[src/rtl/core_streamer_pkg.sv]
// Shared constants and FSM encoding for the feature streamer and its pooling consumer.
// Map geometry defaults must stay in step with the max-pooling core.
package core_streamer_pkg;
  localparam int DEF_DWIDTH = 32;
  localparam int DEF_WIDTH  = 112;
  localparam int DEF_HEIGHT = 112;
  localparam int DEF_AWIDTH = 14;
  localparam int SKID_DEPTH = 2;
  localparam int SKID_CW    = $clog2(SKID_DEPTH + 1);

  typedef enum logic [1:0] {
    ST_IDLE  = 2'd0,
    ST_RUN   = 2'd1,
    ST_DRAIN = 2'd2,
    ST_DONE  = 2'd3
  } state_t;
endpackage

[src/rtl/core_feature_streamer_if.sv]
// RAM read port plus FIFO write port of the feature streamer.
// master = streamer side, slave = RAM/FIFO side.
interface core_feature_streamer_if
  import core_streamer_pkg::*;
#(
  parameter int DWIDTH = DEF_DWIDTH,
  parameter int AWIDTH = DEF_AWIDTH
) ();
  logic [AWIDTH-1:0] mem_addr;
  logic              mem_rden;
  logic [DWIDTH-1:0] mem_rdata;
  logic [DWIDTH-1:0] ff_wdata;
  logic              ff_wrreq;
  logic              ff_full;

  modport master (
    output mem_addr, mem_rden, ff_wdata, ff_wrreq,
    input  mem_rdata, ff_full
  );

  modport slave (
    input  mem_addr, mem_rden, ff_wdata, ff_wrreq,
    output mem_rdata, ff_full
  );
endinterface

[src/rtl/core_feature_streamer_skid_fifo.sv]
// Two-entry skid FIFO holding RAM read data until the output FIFO accepts it.
// Head is always entry 0; simultaneous push and pop are allowed.
module streamer_skid_fifo
  import core_streamer_pkg::*;
#(
  parameter int DWIDTH = DEF_DWIDTH
) (
  input  logic               clock,
  input  logic               reset,
  input  logic               push,
  input  logic [DWIDTH-1:0]  din,
  input  logic               pop,
  output logic [DWIDTH-1:0]  head,
  output logic [SKID_CW-1:0] count
);
  localparam logic [SKID_CW-1:0] CNT_FULL = SKID_CW'(SKID_DEPTH);

  logic [DWIDTH-1:0] entry0;
  logic [DWIDTH-1:0] entry1;

  assign head = entry0;

  always_ff @(posedge clock) begin
    if (reset) begin
      entry0 <= '0;
      entry1 <= '0;
      count  <= '0;
    end else begin
      case ({push, pop})
        2'b10: begin
          if (count == '0) entry0 <= din;
          else             entry1 <= din;
          count <= count + SKID_CW'(1);
        end
        2'b01: begin
          entry0 <= entry1;
          count  <= count - SKID_CW'(1);
        end
        2'b11: begin
          // count stays; with two entries the second moves up behind the new tail
          if (count == CNT_FULL) begin
            entry0 <= entry1;
            entry1 <= din;
          end else begin
            entry0 <= din;
          end
        end
        default: ;
      endcase
    end
  end
endmodule

[src/rtl/core_feature_streamer.sv]
// Streams one WIDTH x HEIGHT map from a 1-cycle-latency RAM into the pooling FIFO, 1 word/cycle.
// Optional backpressure counter enabled by FEATURE_STREAMER_STALL_CNT_EN.
module core_feature_streamer
  import core_streamer_pkg::*;
#(
  parameter int DWIDTH = DEF_DWIDTH,
  parameter int WIDTH  = DEF_WIDTH,
  parameter int HEIGHT = DEF_HEIGHT,
  parameter int AWIDTH = DEF_AWIDTH
) (
  input  logic                    clock,
  input  logic                    reset,
  input  logic                    start,
  input  logic [AWIDTH-1:0]       base_addr,
  output logic                    busy,
  output logic                    done,
  core_feature_streamer_if.master bus
`ifdef FEATURE_STREAMER_STALL_CNT_EN
  , output logic [31:0]           stall_cnt
`endif
);
  localparam int CW = $clog2(WIDTH + 1);
  localparam int RW = $clog2(HEIGHT + 1);
  localparam int OW = SKID_CW + 1;
  localparam logic [CW-1:0] COL_LAST = CW'(WIDTH - 1);
  localparam logic [RW-1:0] ROW_LAST = RW'(HEIGHT - 1);

  state_t             state;
  state_t             state_nxt;
  logic [AWIDTH-1:0]  addr;
  logic [CW-1:0]      col;
  logic [RW-1:0]      row;
  logic               inflight;
  logic               rden;
  logic               pop;
  logic               last_issue;
  logic               drained;
  logic [SKID_CW-1:0] skid_cnt;
  logic [DWIDTH-1:0]  skid_head;
  logic [OW-1:0]      occ_after;

  streamer_skid_fifo #(.DWIDTH(DWIDTH)) u_skid (
    .clock (clock),
    .reset (reset),
    .push  (inflight),
    .din   (bus.mem_rdata),
    .pop   (pop),
    .head  (skid_head),
    .count (skid_cnt)
  );

  assign pop           = (skid_cnt != '0) && !bus.ff_full;
  assign bus.ff_wrreq  = pop;
  assign bus.ff_wdata  = skid_head;
  assign bus.mem_rden  = rden;
  assign bus.mem_addr  = addr;

  // Occupancy the skid will have once this cycle's pop and the in-flight read settle.
  assign occ_after = OW'(skid_cnt) + OW'(inflight) - OW'(pop);
  assign drained   = !inflight && ((skid_cnt == '0) || ((skid_cnt == SKID_CW'(1)) && pop));

  always_ff @(posedge clock) begin
    if (reset) state <= ST_IDLE;
    else       state <= state_nxt;
  end

  always_comb begin
    state_nxt  = state;
    busy       = 1'b0;
    done       = 1'b0;
    rden       = 1'b0;
    last_issue = 1'b0;
    case (state)
      ST_IDLE: begin
        if (start) state_nxt = ST_RUN;
      end
      ST_RUN: begin
        busy       = 1'b1;
        rden       = (occ_after <= OW'(1));
        last_issue = rden && (col == COL_LAST) && (row == ROW_LAST);
        if (last_issue) state_nxt = ST_DRAIN;
      end
      ST_DRAIN: begin
        busy = 1'b1;
        if (drained) state_nxt = ST_DONE;
      end
      ST_DONE: begin
        busy      = 1'b1;
        done      = 1'b1;
        state_nxt = ST_IDLE;
      end
      default: state_nxt = ST_IDLE;
    endcase
  end

  // Raster order is contiguous in RAM, so the address is a plain incrementer.
  always_ff @(posedge clock) begin
    if (reset) begin
      addr     <= '0;
      col      <= '0;
      row      <= '0;
      inflight <= 1'b0;
    end else begin
      inflight <= rden;
      if (state == ST_IDLE && start) begin
        addr <= base_addr;
        col  <= '0;
        row  <= '0;
      end else if (rden) begin
        addr <= addr + AWIDTH'(1);
        if (col == COL_LAST) begin
          col <= '0;
          row <= row + RW'(1);
        end else begin
          col <= col + CW'(1);
        end
      end
    end
  end

`ifdef FEATURE_STREAMER_STALL_CNT_EN
  always_ff @(posedge clock) begin
    if (reset) begin
      stall_cnt <= '0;
    end else if (state == ST_IDLE && start) begin
      stall_cnt <= '0;
    end else if (busy && (skid_cnt != '0) && bus.ff_full && (stall_cnt != 32'hFFFF_FFFF)) begin
      stall_cnt <= stall_cnt + 32'd1;
    end
  end
`endif
endmodule

[src/flat_wrapper.sv]
// flat-port wrapper written by rule: the top's interface ports become plain ports
module core_feature_streamer_flat import core_streamer_pkg::*;
#(
  parameter int DWIDTH = DEF_DWIDTH,
  parameter int WIDTH  = DEF_WIDTH,
  parameter int HEIGHT = DEF_HEIGHT,
  parameter int AWIDTH = DEF_AWIDTH
)
  (clock, reset, start, base_addr, busy, done, bus_mem_addr, bus_mem_rden, bus_ff_wdata, bus_ff_wrreq, bus_mem_rdata, bus_ff_full);
  core_feature_streamer_if #(.DWIDTH(DWIDTH), .AWIDTH(AWIDTH)) bus_i ();
  input  logic clock;
  input  logic reset;
  input  logic start;
  input  logic [AWIDTH-1:0] base_addr;
  output logic busy;
  output logic done;
  output wire logic [$bits(bus_i.mem_addr)-1:0] bus_mem_addr;
  output wire logic [$bits(bus_i.mem_rden)-1:0] bus_mem_rden;
  output wire logic [$bits(bus_i.ff_wdata)-1:0] bus_ff_wdata;
  output wire logic [$bits(bus_i.ff_wrreq)-1:0] bus_ff_wrreq;
  input wire logic [$bits(bus_i.mem_rdata)-1:0] bus_mem_rdata;
  input wire logic [$bits(bus_i.ff_full)-1:0] bus_ff_full;
  assign bus_mem_addr = bus_i.mem_addr;
  assign bus_mem_rden = bus_i.mem_rden;
  assign bus_ff_wdata = bus_i.ff_wdata;
  assign bus_ff_wrreq = bus_i.ff_wrreq;
  assign bus_i.mem_rdata = bus_mem_rdata;
  assign bus_i.ff_full = bus_ff_full;
  core_feature_streamer #(.DWIDTH(DWIDTH), .WIDTH(WIDTH), .HEIGHT(HEIGHT), .AWIDTH(AWIDTH)) u_core (.clock(clock), .reset(reset), .start(start), .base_addr(base_addr), .busy(busy), .done(done), .bus(bus_i));
endmodule
[config.mk]
export PLATFORM = sky130hd
export DESIGN_NAME = core_feature_streamer_flat
export DESIGN_NICKNAME = d
export VERILOG_FILES = /design/src/rtl/core_streamer_pkg.sv /design/src/rtl/core_feature_streamer_if.sv /design/src/rtl/core_feature_streamer_skid_fifo.sv /design/src/rtl/core_feature_streamer.sv /design/src/flat_wrapper.sv
export SDC_FILE = /design/constraint.sdc
export NUM_CORES = 1
export LEC_CHECK = 0
export BUFFER_PORTS_ARGS = -buffer_cell sky130_fd_sc_hd__buf_2
export CAP_MARGIN = 20
export CORE_MARGIN = 8
export CORE_UTILIZATION = 54
export DETAILED_ROUTE_END_ITERATION = 16
export GPL_ROUTABILITY_DRIVEN = 0
export MAX_ROUTING_LAYER = met4
export PLACE_DENSITY = 0.8
export SYNTH_ARGS = -nofsm -noshare
export SYNTH_HDL_FRONTEND = slang
export SYNTH_HIERARCHICAL = 1
export SYNTH_SLANG_ARGS = --single-unit
[constraint.sdc]
create_clock -name clock -period 3.41 [get_ports clock]
set_clock_uncertainty 0.1 [all_clocks]
set_input_delay 0.5115 -clock clock [delete_from_list [all_inputs] [get_ports clock]]
set_output_delay 0.5115 -clock clock [all_outputs]
set_load 0.01 [all_outputs]
==> results_dict.tcl, run 1 <==
set metrics [dict create \
    ys_seq_area_frac 0.385 \
    cts_tree "done" \
    rrSetupSlack_ns 0.40 \
    p_per_area_nw_per_um2 804 \
    p_int_mw 2.67 \
    muxShareOfSynthArea 0.00992 \
    place_inst 769 \
    sequentialPowerShare 0.354 \
    first_pass_iters 5 \
    post_cts_buffers 0 \
    min_period_ns 3.21 \
    critPathKind "flip-flop to primary output" \
    rows 35 \
    synth_seq_cells 97 \
    tns_ns 0 \
    gr-total-overflow 0 \
    vias 4980 \
    arrival_ns 2.60 \
    cts.path.max_buffers 2 \
    worst_setup_path_end_kind "primary output" \
    ys.warnings.count 6 \
    htreeDepth 3 \
    final-setup-viol-count 0 \
    setup_slack_ns 0.202 \
    via_per_inst 6.34 \
    rsz0062_at_grt "no" \
    leakage_nw 2.31 \
    drv_slew 0 \
    mostFrequentLayoutCell "buf_2" \
    synthAdderAreaFrac 0.0362 \
    synth_top_family_by_area "compound AO/OA/AOI/OAI gates" \
    detailed_place_hpwl_um 9260 \
    critPathMaxFanout 11 \
    min_path_cells 3 \
    synth_top_area_frac 0.385 \
    finalHoldViolCount 0 \
    synthXorXnorAreaFrac 0.0315 \
    clockPowerShare 0.176 \
    cts.sinks 97 \
    clk_pin_slew_worst_paths_ns 0.09 \
    synth_cell_types 50 \
    mappedNetlistNets 664 \
    fillers 798 \
    finish.net_count 734 \
    syn_avg_cell_area_um2 8.41 \
    holdBufCountCts 0 \
    cap_violations 0 \
    cts_buffers 9 \
    fin_cells 786 \
    clock.fmax_mhz 312 \
    antenna_found_initial 0 \
    dp_slack_ns 0.145 \
    clock_latency_ns 0.36 \
    die_area_um2 12700 \
    die_w_um 113 \
    synth_compound_area_frac 0.291 \
    cts-root-buf "clkbuf_8" \
    power.total_mw 4.61 \
    drcViolationCount 0 \
    reg2regPathDepth 11 \
    p_comb_frac 0.470 \
    design_area_um2 5730 \
    drive_gt1_frac 0.219 \
    grtUsageTotal 0.216 \
    hp-class "input pin to flip-flop" \
    worstPathRequired_ns 2.80 \
    relSlewSlack 0.271 \
    syn_inst 600 \
    outcome "completed" \
    drtIter0Drc 379 \
    most-common-layout-cells "99 x buf_2, 97 x a21oi_1, 97 x dfxtp_1, 78 x nand3_1, 44 x o21ai_0" \
    fin_crit_sh 0.941 \
    ant_nets 0 \
    dpl_cell_area_um2 5510 \
    wirelength_um 13700 \
    synth_edf_count 0 \
    yosysTopAreaCell "dfxtp_1" \
    area_delta_synth_final_pct 13.7 \
    yosys.area_share.simple 0.173 \
    n_antenna_cell 0 \
    die_y_um 113 \
    worstMarginPinSlew_ns 1.09 \
    syn-cell-area_um2 5040 \
    grt_pass1_vias 4756 \
    ys_top_cells_by_area "dfxtp_1 38%, a21oi_1 9.6%, nand3_1 7.7%" \
    coreArea_um2 9150 \
    asyncSetResetFlopFracSynth 0 \
    p_sw_frac 0.420 \
    min_from "base_addr[13]" \
    grt_pass1_wl_um 22400 \
    power_switching_mw 1.94 \
    rr_endpoint "u_core/bus.mem_addr[10]$_SDFFE_PP0P_" \
    io_buffers 99 \
    multi_input_area_um2 2740 \
    seq_area_um2 1940 \
    peakVddDrop_v 0.000560 \
    routedWlPerCell_um 17.4 \
    whs_endpoint "u_core/bus.mem_addr[13]$_SDFFE_PP0P_" \
    r2r-start "u_core/u_skid/count[0]$_SDFFE_PP0P_" \
    io_pins 100 \
    grt_max_degree 81 \
    ys.flop_type "dfxtp_1" \
    start_kind "flip-flop" \
    initial_core_util 0.551 \
]
cell usage after synthesis, types with 7 or more instances:
| cell | instances |
|---|---|
| nand2_1 | 11 |
| o211ai_1 | 33 |
| clkbuf_1 | 25 |
| a311oi_1 | 37 |
| a21oi_1 | 97 |
| buf_2 | 18 |
| ha_1 | 13 |
| a21oi_2 | 7 |
| nor2_1 | 25 |
| xor2_1 | 11 |
| nand4_1 | 7 |
| inv_1 | 12 |
| a211oi_1 | 7 |
| or3_1 | 12 |
| nand3_1 | 78 |
| o21ai_0 | 44 |
| dfxtp_1 | 97 |
kinds of logic after synthesis:
kind of cell,after synthesis
XOR/XNOR,16
multiplexers,5
AO/OA/AOI/OAI,235
AND/OR/NAND/NOR,162
flip-flops,97
buffers and inverters,71
adder cells (fa/ha/maj),14
sequential cells by signal (all words and copies together) (netlist names):
register,cells
u_core/bus.mem_addr,14
u_core/u_skid/count,2
u_core/u_skid/head,32
u_core/inflight,1
u_core/u_skid/entry1,32
u_core/row,7
u_core/col,7
u_core/state,2
how the worst max path moves through the flow:
stage / cells after the start / slack [ns] / to / startpoint
global placement: 11 / 0.30 / u_core/row[6]$_SDFFE_PP0P_ / bus_ff_full
floorplan: 13 / 0.13 / u_core/row[6]$_SDFFE_PP0P_ / u_core/u_skid/count[1]$_SDFFE_PP0P_
CTS: 10 / 0.13 / bus_mem_rden / u_core/u_skid/count[0]$_SDFFE_PP0P_
detailed placement: 11 / 0.15 / u_core/row[6]$_SDFFE_PP0P_ / bus_ff_full
global route: 10 / 0.03 / bus_mem_rden / u_core/u_skid/count[0]$_SDFFE_PP0P_
finish: 10 / 0.20 / bus_mem_rden / u_core/u_skid/count[0]$_SDFFE_PP0P_
area by class of cell:
| class | count | share of cell area |
|---|---|---|
| Sequential cell | 97 | 0.339 |
| Timing Repair Buffer | 118 | 0.114 |
| Inverter | 12 | 0.00786 |
| Tap cell | 111 | 0.0242 |
| Clock inverter | 5 | 0.0137 |
| Multi-Input combinational cell | 432 | 0.479 |
| Clock buffer | 11 | 0.0229 |
routing by layer:
metal / wire, um / global-route usage / vias up
met4: 212 / 0.0899 / 0
met3: 947 / 0.0505 / 22
met2: 6860 / 0.357 / 184
met5: 0 / - / -
met1: 5670 / 0.247 / 2381
li1: - / - / 2393
worst max-delay path, cell delays in order (launching register included):
cell and delay [ns]:
dfxtp_1 0.39, nor2_1 0.06, nor2_1 0.14, ha_1 0.26, inv_1 0.06, ha_1 0.13, inv_1 0.05, fa_1 0.48
xnor2_4 0.34, and2_1 0.20, buf_2 0.13
per-stage QoR:
stage	hold slack, ns	util
2_1_floorplan	0.354	-
3_3_place_gp	0.363	0.602
3_5_place_dp	0.382	0.602
4_1_cts	0.295	0.625
5_1_grt	0.296	0.627
6_report	0.300	0.627
power by group through the flow:
stage | sequential [mW] | combinational [mW] | clock [mW]
final | 1.63 | 2.16 | 0.811
after global routing | 1.67 | 2.37 | 0.869
after CTS | 1.63 | 2.14 | 0.821
after detailed placement | 1.65 | 2.13 | 0
after global placement | 1.64 | 2.09 | 0
after floorplan | 1.75 | 1.49 | 0
what timing repair did:
action                                 CTS  global route
endpoints found under the hold margin    0             0
setup endpoints to repair                0             1
gates resized for setup                  0             1
(Power assumes the default switching activity.)
==> run 2: changes to the inputs <==
--- a/config.mk
+++ b/config.mk
@@ -12,8 +12,7 @@
 export DETAILED_ROUTE_END_ITERATION = 16
 export GPL_ROUTABILITY_DRIVEN = 0
 export MAX_ROUTING_LAYER = met4
-export PLACE_DENSITY = 0.8
+export PLACE_DENSITY = 0.81
 export SYNTH_ARGS = -nofsm -noshare
 export SYNTH_HDL_FRONTEND = slang
-export SYNTH_HIERARCHICAL = 1
 export SYNTH_SLANG_ARGS = --single-unit
==> constraint.sdc (replaced) <==
create_clock -name clock -period 3.41 [get_ports clock]
set_clock_uncertainty 0.1 [all_clocks]
set_input_delay 0.8525 -clock clock [delete_from_list [all_inputs] [get_ports clock]]
set_output_delay 0.8525 -clock clock [all_outputs]
set_load 0.01 [all_outputs]
==> run 2 against run 1 <==
The run now ends with negative setup slack left. Via count fell by 16%. Global-route usage fell by 1.1 points. Cell area is 3.5% lower. Combinational power down 10%. Sequential share of layout area rose by 1.3 points. Synthesized cell count down 14%. Flip-flop and latch count is the same. Synthesized area fell by 10%. Utilization is 5.0 points higher. Wire length shrank 14%. Clock power is 4.9% lower. Largest cell class unchanged. Highest routed layer unchanged.
==> results_dict.tcl, run 2 <==
set metrics [dict create \
    outcome "finished with violations" \
    detailed_place_hpwl_um 8070 \
    routedWlPerCell_um 16.3 \
    drive_gt1_frac 0.275 \
    grt_max_degree 62 \
    power_switching_mw 1.75 \
    sequentialPowerShare 0.380 \
    grt_pass1_wl_um 19100 \
    ant_nets 0 \
    dp_slack_ns -0.129 \
    relSlewSlack 0.318 \
    rrSetupSlack_ns 0.21 \
    rsz0062_at_grt "yes" \
    initial_core_util 0.554 \
    min_period_ns 3.42 \
    grtUsageTotal 0.205 \
    setup_slack_ns -0.00518 \
    final-setup-viol-count 1 \
    cts.path.max_buffers 2 \
    top_layer "met4" \
    die_area_um2 11600 \
    critPathKind "input pin to primary output" \
    cts_tree "done" \
    synth_top_area_frac 0.429 \
    start_kind "input pin" \
    hp-class "flip-flop to flip-flop" \
    path_cells "buf_6 > nor2_4 > inv_2 > ha_4 > inv_4 > ha_4 > inv_2 > fa_2 > xnor2_2 > nand3_2 > inv_4 > buf_6" \
    clock.fmax_mhz 293 \
    rows 33 \
    fillers 678 \
    dpl_cell_area_um2 5230 \
    most-common-layout-cells "97 x buf_2, 95 x dfxtp_1, 54 x nor2_1, 42 x a211oi_1, 41 x nand3_1" \
    area_delta_synth_final_pct 22.2 \
    cap_violations 0 \
    drtIter0Drc 199 \
    die_y_um 108 \
    p_per_area_nw_per_um2 789 \
    dr_wl_met3_um 741 \
    p_int_mw 2.61 \
    mappedNetlistNets 582 \
    dr_wl_met2_um 5710 \
    n_antenna_cell 0 \
    ys_seq_area_frac 0.429 \
    grt_pass1_vias 4106 \
    clock_latency_ns 0.36 \
    drv_slew 0 \
    htreeDepth 3 \
    worst_setup_path_end_kind "primary output" \
    cts_buffers 9 \
    syn-cell-area_um2 4530 \
    clk_pin_slew_worst_paths_ns 0.09 \
    asyncSetResetFlopFracSynth 0 \
    max_stage_delay_ns 0.40 \
    wirelength_um 11800 \
    die_w_um 108 \
    finalHoldViolCount 0 \
    ys.warnings.count 0 \
    coreArea_um2 8180 \
    arrival_ns 2.46 \
    ys.flop_type "dfxtp_1" \
    clockPowerShare 0.177 \
    worstMarginPinSlew_ns 1.02 \
    syn_inst 518 \
    yosysTopAreaCell "dfxtp_1" \
    via_per_inst 5.78 \
    mostFrequentLayoutCell "buf_2" \
    drcViolationCount 0 \
    met1Wirelength_um 5190 \
    syn_avg_cell_area_um2 8.74 \
    synth_seq_cells 97 \
    synth_cell_types 47 \
    ys_top_cells_by_area "dfxtp_1 43%, mux2i_1 8.2%, a211oi_1 7.0%" \
    violations "negative setup slack" \
    antenna_found_initial 0 \
    leakage_nw 2.34 \
    design_area_um2 5530 \
    ys_top_cells_by_count "97 x dfxtp_1, 55 x nor2_1, 43 x nand3_1" \
    io_pins 100 \
    synth_edf_count 0 \
    io_buffers 99 \
    cts.sinks 97 \
    tns_ns -0.00518 \
    worstPathRequired_ns 2.46 \
    synth_most_common_cell "dfxtp_1" \
    critPathMaxFanout 2 \
    cp_slowest_cell "fa_2" \
    gr-total-overflow 0 \
    finish.net_count 681 \
    fin_crit_sh 1.00 \
    first_pass_iters 4 \
    p_sw_frac 0.401 \
    p_comb_frac 0.444 \
    vias 4204 \
    peakVddDrop_v 0.000446 \
    cts-root-buf "clkbuf_8" \
]
-- run 2: changes by cell type after synthesis, sizes merged, moves of 5 or more --
| cell | delta |
|---|---|
| a211oi | +35 |
| a21oi | -64 |
| a311oi | -31 |
| buf | -19 |
| mux2i | +32 |
| nand2 | +6 |
| nand3 | -35 |
| nor2 | +30 |
| nor4 | +5 |
| o211ai | -33 |
| xnor2 | +5 |
| xor2 | -6 |
-- run 2: stage by stage --
| stage | cells | hold WS, ns | util | total power, mW |
|---|---|---|---|---|
| final | 727 | 0.368 | 0.677 | 4.37 |
| after floorplan | 518 | 0.339 | - | 2.85 |
| after global placement | 702 | 0.352 | 0.639 | 3.47 |
| after CTS | 722 | 0.373 | 0.670 | 4.34 |
| after global routing | 727 | 0.397 | 0.677 | 4.66 |
| after detailed placement | 702 | 0.361 | 0.639 | 3.52 |
-- run 2: layer usage --
metal | track usage | up-vias
met5 | - | -
met4 | 0.0704 | 0
met3 | 0.0563 | 20
met2 | 0.324 | 125
met1 | 0.245 | 1984
li1 | - | 2075
-- run 2: timing repair --
| item | 4_1_cts | 5_1_grt |
|---|---|---|
| gates cloned | 0 | 0 |
| endpoints found under the setup margin | 1 | 1 |
| hold buffers | 0 | 0 |
| gates resized for setup | 5 | 5 |
| setup buffers | 4 | 5 |
| pin swaps | 3 | 7 |
| endpoints found under the hold margin | 0 | 0 |
-- run 2: power by group through the flow --
| stage | clock network [mW] | logic, mW | registers [mW] |
|---|---|---|---|
| after global placement | 0 | 1.80 | 1.66 |
| after detailed placement | 0 | 1.85 | 1.68 |
| final | 0.771 | 1.94 | 1.66 |
| after global routing | 0.828 | 2.13 | 1.70 |
| after floorplan | 0 | 1.08 | 1.77 |
| after CTS | 0.789 | 1.90 | 1.65 |
-- run 2: cells by family after synthesis --
family | count (synthesis) | share of synthesized area
buffers and inverters | 54 | 0.0475
flip-flops | 97 | 0.429
AND/OR/NAND/NOR | 160 | 0.176
adder cells (fa/ha/maj) | 14 | 0.0404
XOR/XNOR | 15 | 0.0307
multiplexers | 38 | 0.0843
AO/OA/AOI/OAI | 140 | 0.192
-- run 2: final cells by class --
| type | count | area, um^2 | area share |
|---|---|---|---|
| Timing Repair Buffer | 127 | 734 | 0.133 |
| Multi-Input combinational cell | 367 | 2450 | 0.443 |
| Clock inverter | 5 | 62.6 | 0.0113 |
| Clock buffer | 11 | 141 | 0.0256 |
| Inverter | 15 | 63.8 | 0.0115 |
| Sequential cell | 97 | 1950 | 0.352 |
| Tap cell | 105 | 131 | 0.0238 |
-- run 2: worst max-delay path, delay by kind of cell --
family / cells / cell delay (ns)
fa+ha+maj: 3 / 0.74
xor+xnor: 1 / 0.19
simple gates: 2 / 0.23
buf+inv: 6 / 0.43
-- run 2: path summary, 6_finish.rpt --
check | from | to | depth (start not counted)
hold / removal | u_core.row[5]$_SDFFE_PP0P_ | u_core.row[5]$_SDFFE_PP0P_ | 2
setup / recovery | bus_ff_full | bus_mem_rden | 12
hold reg to reg | u_core.row[5]$_SDFFE_PP0P_ | u_core.row[5]$_SDFFE_PP0P_ | 2
setup reg to reg | u_core.u_skid.count[0]$_SDFFE_PP0N_ | u_core.bus.mem_addr[11]$_SDFFE_PP0P_ | 14
